===== config.mk =====
export PLATFORM = sky130hd
export DESIGN_NAME = uriscv_fetch
export DESIGN_NICKNAME = d
export VERILOG_FILES = /design/src/rtl/uriscv_fetch_pkg.sv /design/src/rtl/uriscv_fetch.sv
export SDC_FILE = /design/constraint.sdc
export NUM_CORES = 1
export LEC_CHECK = 0
export CAP_MARGIN = 10
export CELL_PAD_IN_SITES_DETAIL_PLACEMENT = 1
export CELL_PAD_IN_SITES_GLOBAL_PLACEMENT = 2
export CORE_MARGIN = 2
export CORE_UTILIZATION = 30
export CTS_CLUSTER_DIAMETER = 60
export DETAILED_ROUTE_END_ITERATION = 16
export GPL_TIMING_DRIVEN = 0
export PLACE_DENSITY = 0.86
export SLEW_MARGIN = 10
export SYNTH_ARGS = -nofsm -noshare
export SYNTH_HDL_FRONTEND = slang
export SYNTH_SLANG_ARGS = --single-unit
export TNS_END_PERCENT = 1

===== constraint.sdc =====
create_clock -name clk_i -period 3.95 [get_ports clk_i]
set_clock_uncertainty 0.2 [all_clocks]
set_input_delay 1.185 -clock clk_i [delete_from_list [all_inputs] [get_ports clk_i]]
set_output_delay 1.185 -clock clk_i [all_outputs]
set_load 0.01 [all_outputs]

===== src/rtl/uriscv_fetch_pkg.sv =====
`default_nettype none
// ============================================================================
// Module      : uriscv_fetch_pkg
// Description : Shared reset vector, fetch state encodings and PC helpers.
// Revision    : 1.0 - initial release
// ============================================================================
package uriscv_fetch_pkg;

    localparam logic [31:0] c_RESET_VECTOR = 32'h0000_2000;

    localparam logic [1:0] c_ST_REQ   = 2'd0;
    localparam logic [1:0] c_ST_WAIT  = 2'd1;
    localparam logic [1:0] c_ST_HOLD  = 2'd2;
    localparam logic [1:0] c_ST_FAULT = 2'd3;

    typedef enum logic [1:0] {
        ST_REQ   = c_ST_REQ,
        ST_WAIT  = c_ST_WAIT,
        ST_HOLD  = c_ST_HOLD,
        ST_FAULT = c_ST_FAULT
    } fetch_state_t;

    function automatic logic is_misaligned(input logic [31:0] pc);
        return pc[1:0] != 2'b00;
    endfunction

endpackage
`default_nettype wire


===== src/rtl/uriscv_fetch.sv =====
`default_nettype none
// ============================================================================
// Module      : uriscv_fetch
// Description : Single-outstanding instruction fetch with one-entry buffer
//               and branch redirect handling.
// Revision    : 1.0 - initial release
// ============================================================================
module uriscv_fetch
    import uriscv_fetch_pkg::*;
#(
    parameter logic [31:0] RESET_VECTOR = c_RESET_VECTOR
) (
    input  logic        clk_i,
    input  logic        rst_i,
    input  logic        branch_request_i,
    input  logic [31:0] branch_pc_i,
    output logic        mem_rd_o,
    output logic [31:0] mem_pc_o,
    input  logic        mem_accept_i,
    input  logic        mem_valid_i,
    input  logic [31:0] mem_inst_i,
    input  logic        mem_error_i,
    output logic        fetch_valid_o,
    output logic [31:0] fetch_instr_o,
    output logic [31:0] fetch_pc_o,
    output logic        fetch_fault_o,
    input  logic        fetch_accept_i
);

    fetch_state_t r_state;
    fetch_state_t w_state_next;
    fetch_state_t w_redirect_state;
    logic [31:0]  r_pc;
    logic [31:0]  w_pc_next;
    logic [31:0]  r_req_pc;
    logic [31:0]  w_req_pc_next;
    logic         r_drop;
    logic         w_drop_next;
    logic         w_buf_load;
    logic [31:0]  r_buf_instr;
    logic [31:0]  r_buf_pc;
    logic         r_buf_fault;

    always_comb begin
        w_state_next     = r_state;
        w_pc_next        = r_pc;
        w_req_pc_next    = r_req_pc;
        w_drop_next      = r_drop;
        w_buf_load       = 1'b0;
        w_redirect_state = is_misaligned(branch_pc_i) ? ST_FAULT : ST_REQ;

        case (r_state)
            ST_REQ: begin
                if (branch_request_i) begin
                    w_pc_next = branch_pc_i;
                    if (mem_accept_i) begin
                        // Old-path request already on the bus: swallow its response.
                        w_state_next = ST_WAIT;
                        w_drop_next  = 1'b1;
                    end else begin
                        w_state_next = w_redirect_state;
                    end
                end else if (mem_accept_i) begin
                    w_req_pc_next = r_pc;
                    w_pc_next     = r_pc + 32'd4;
                    w_state_next  = ST_WAIT;
                end
            end
            ST_WAIT: begin
                if (branch_request_i) begin
                    w_pc_next = branch_pc_i;
                    if (mem_valid_i) begin
                        w_drop_next  = 1'b0;
                        w_state_next = w_redirect_state;
                    end else begin
                        w_drop_next  = 1'b1;
                    end
                end else if (mem_valid_i) begin
                    if (r_drop) begin
                        // A misaligned redirect target waits here for the stale response.
                        w_drop_next  = 1'b0;
                        w_state_next = is_misaligned(r_pc) ? ST_FAULT : ST_REQ;
                    end else begin
                        w_buf_load   = 1'b1;
                        w_state_next = ST_HOLD;
                    end
                end
            end
            ST_HOLD, ST_FAULT: begin
                if (branch_request_i) begin
                    w_pc_next    = branch_pc_i;
                    w_state_next = w_redirect_state;
                end else if (fetch_accept_i) begin
                    w_state_next = ST_REQ;
                end
            end
            default: w_state_next = ST_REQ;
        endcase
    end

    always_ff @(posedge clk_i) begin
        if (rst_i) begin
            r_state     <= ST_REQ;
            r_pc        <= RESET_VECTOR;
            r_req_pc    <= 32'd0;
            r_drop      <= 1'b0;
            r_buf_instr <= 32'd0;
            r_buf_pc    <= 32'd0;
            r_buf_fault <= 1'b0;
        end else begin
            r_state  <= w_state_next;
            r_pc     <= w_pc_next;
            r_req_pc <= w_req_pc_next;
            r_drop   <= w_drop_next;
            if (w_buf_load) begin
                r_buf_instr <= mem_error_i ? 32'd0 : mem_inst_i;
                r_buf_pc    <= r_req_pc;
                r_buf_fault <= mem_error_i;
            end
        end
    end

    always_comb begin
        mem_rd_o      = 1'b0;
        mem_pc_o      = r_pc;
        fetch_valid_o = 1'b0;
        fetch_instr_o = 32'd0;
        fetch_pc_o    = 32'd0;
        fetch_fault_o = 1'b0;
        if (!rst_i) begin
            case (r_state)
                ST_REQ: mem_rd_o = 1'b1;
                ST_HOLD: begin
                    fetch_valid_o = 1'b1;
                    fetch_instr_o = r_buf_instr;
                    fetch_pc_o    = r_buf_pc;
                    fetch_fault_o = r_buf_fault;
                end
                ST_FAULT: begin
                    fetch_valid_o = 1'b1;
                    fetch_pc_o    = r_pc;
                    fetch_fault_o = 1'b1;
                end
                default: ;
            endcase
        end
    end

endmodule
`default_nettype wire

==> metrics.txt <==
Worst-path clk slew 0.06 ns; register bit total from synthesis approximately 130; DR iter-0 viols roughly 370; fin area 9170 um^2; gr usage total 22.6%; fin. max-slew vios 0; Root Driver clkbuf_16; Max Cap Violations 0; Unique masters post-synth 58; GP Congestion 0.856; post-layout util 43.6%; relative slew slack a little over two fifths; run status completed; Synth area leaders dfxtp_1 (41%), nand2_1 (11%), a21oi_1 (8.5%); top cell type's share of synthesized area 41.2%; area leader, netlist dfxtp_1; Vias/cell about 5.2; Worst VDD drop between 0.2 and 0.3 mV; Post-synth ARST share 0%; Crit path max-delay family buffers and inverters; htree depth 4; Post-Syn Area 6410 um^2; CORE AREA ~21000 um^2; Crit path largest cell delay ~0.55 ns; fmax 255 MHz; static leakage approximately 0.0032 uW; worst hold-check path type reg -> reg; main combinational cell family by area after synthesis simple AND/OR/NAND/NOR gates; antenna cells 0; CTS tree done; # rows 53; CTS Buf Count 17; Die Wd 150 um; grt ovf 0; initial antenna violation count 1; fin crit period 3.92 ns; post-synthesis cell count 825; Buffers on Ports 168; share of cells above drive strength 1 10.3%; buffer and inverter count on the worst path 5; count leader, synth nand2_1; final antenna-violating net count 0; vias in the first global route around 7000; area delta synth->final 43.0%; largest net degree at the start of global routing 17; Worst EP arrival approximately 2.5 ns; Hold Fails Final Rpt 0; multiplexer area fraction after synthesis 5.31%; Tcrit/Tclk final roughly 100%; power per cell area between 300 and 400 nW/um^2; TritonRoute pass-1 iters 5; Compound-Gate Fraction of Synth Area approximately 16%; synth cell count leaders nand2_1 (182), dfxtp_1 (132), a21oi_1 (109), nor2_1 (61), clkbuf_1 (42); Slowest cell on crit path clkdlybuf4s50_1; fin nets 1087; Critical Path RT 2.56 ns; setup TNS 0 ns; Critical Path Sink Type primary output; main flop type after synthesis dfxtp_1; final setup violation count 0; Synth Area in Simple Gates 31.0%; post-DP HPWL 18.2 mm; Synth Area in Adders less than 1%; RSZ-0062 raised after global routing true; Die Y 150 um; Synthesis Warnings 0; Filler Cells Inserted 2559; cts hold-fix bufs 0; syn nets between 800 and 900; Worst Tran Pin Value 0.848 ns; Power Total 3630 uW; IO Pins 170; routed wire length 25.2 mm; Post-Place Cell Area 8440 um^2; worst hold slack 0.245 ns; routed length per placed instance slightly below 20 um; vias roughly 6800; die area 22600 um^2; CP Cell Sequence buf_2 > buf_8 > inv_6 > nand2_8 > clkbuf_8 > nor2_1 > clkdlybuf4s50_1; Max FO, Critical Path 10; Post-synth EDFFs 0; type of origin of the critical path input port; Sink Count around 130; synthesized area per cell 7.77 um^2; initial core utilization 30.5%; CTS max path bufs 2; global-route wire length before repair 38.9 mm; sequential area share after synthesis 41.2%; Post-Synth XOR/XNOR Area 0.683%; critical path type in -> out; clk_lat worst skew 0.42 ns; DRC violations left 0
-- final cells by class --
class / count / area (um^2) / area share, %
multi-input combinational: 612 / 3430 / 37.4
timing repair buffer: 171 / 1710 / 18.7
sequential: 132 / 2640 / 28.8
buffer: 73 / 404 / 4.41
inverter: 8 / 35.0 / 0.382
clock buffer: 19 / 453 / 4.94
clock inverter: 11 / 151 / 1.65
tap: 275 / 344 / 3.75
-- timing repair --
action                                 in CTS  in global routing
buffers inserted                            1                  0
endpoints found under the hold margin       0                  0
resized for setup                         125                 18
setup endpoints to repair                  67                 56
gates cloned                                2                  0
pin swaps                                   1                  0
-- final timing paths --
| kind | to | startpoint | cells past startpoint | slack (ns) |
|---|---|---|---|---|
| max reg2reg | r_buf_instr[4] | r_state[0] | 7 | 1.35 |
| min reg2reg | r_buf_instr[22] | r_buf_instr[22] | 2 | 0.24 |
| min | r_buf_instr[22] | r_buf_instr[22] | 2 | 0.24 |
| max | fetch_pc_o[30] | rst_i | 7 | 0.03 |
-- flip-flops by register name, summed over array words and instances (netlist names) --
name and count:
r_req_pc 32, r_buf_pc 32, mem_pc_o 32, r_drop 1, r_buf_instr 32, r_buf_fault 1, r_state 2
-- per-layer routing --
metal	track usage (%)	up-vias	wire (um)
met1	30.2	3281	11700
met4	7.03	2	528
met5	0	-	13
met3	5.61	33	1620
met2	35.8	253	11200
li1	-	3250	-
-- stage by stage --
stage / setup slack [ns] / cells
after CTS: -0.145 / 1301
after global routing: -0.129 / 1301
after global placement: -1.43 / 1268
after detailed placement: -1.44 / 1268
final: 0.0331 / 1301
after floorplan: 0.399 / 825
-- cell families (layout without fill, tap and decap cells) --
logic type / after synthesis / count (layout)
compound gates: 172 / 172
xor+xnor: 5 / 5
fa+ha+maj: 1 / 1
buf+inv: 81 / 282
flops: 132 / 132
mux: 34 / 34
simple gates: 400 / 400
-- placed cells by master (no fill, tap or decap), types with 5 or more instances in the layout --
cell	count
a211oi_1	5
a21oi_1	109
a311oi_1	8
and2_1	33
and3_1	6
and4_1	5
buf_2	25
buf_4	5
clkbuf_1	36
clkbuf_16	17
clkbuf_8	7
clkdlybuf4s15_1	6
clkdlybuf4s15_2	18
clkdlybuf4s50_1	126
dfxtp_1	132
dlygate4sd2_1	7
inv_1	7
mux2i_1	34
nand2_1	181
nand3_1	16
nand3b_1	32
nand4_1	16
nor2_1	60
nor3_1	10
o21ai_0	13
o31ai_1	15
or3_1	5
or4_1	12
-- worst reg2reg max path, stage by stage, from the launching register on --
cell and delay [ns]:
dfxtp_1 0.43, buf_6 0.19, nor2b_1 0.33, and3_1 0.24
clkbuf_1 0.51, buf_2 0.38, nand3b_1 0.12, a21oi_1 0.14
-- power by group --
part	switching, uW	internal [uW]
clock network	632	1020
logic	292	236
registers	67.7	1380
Note: power is estimated with default switching activity, not from simulation.
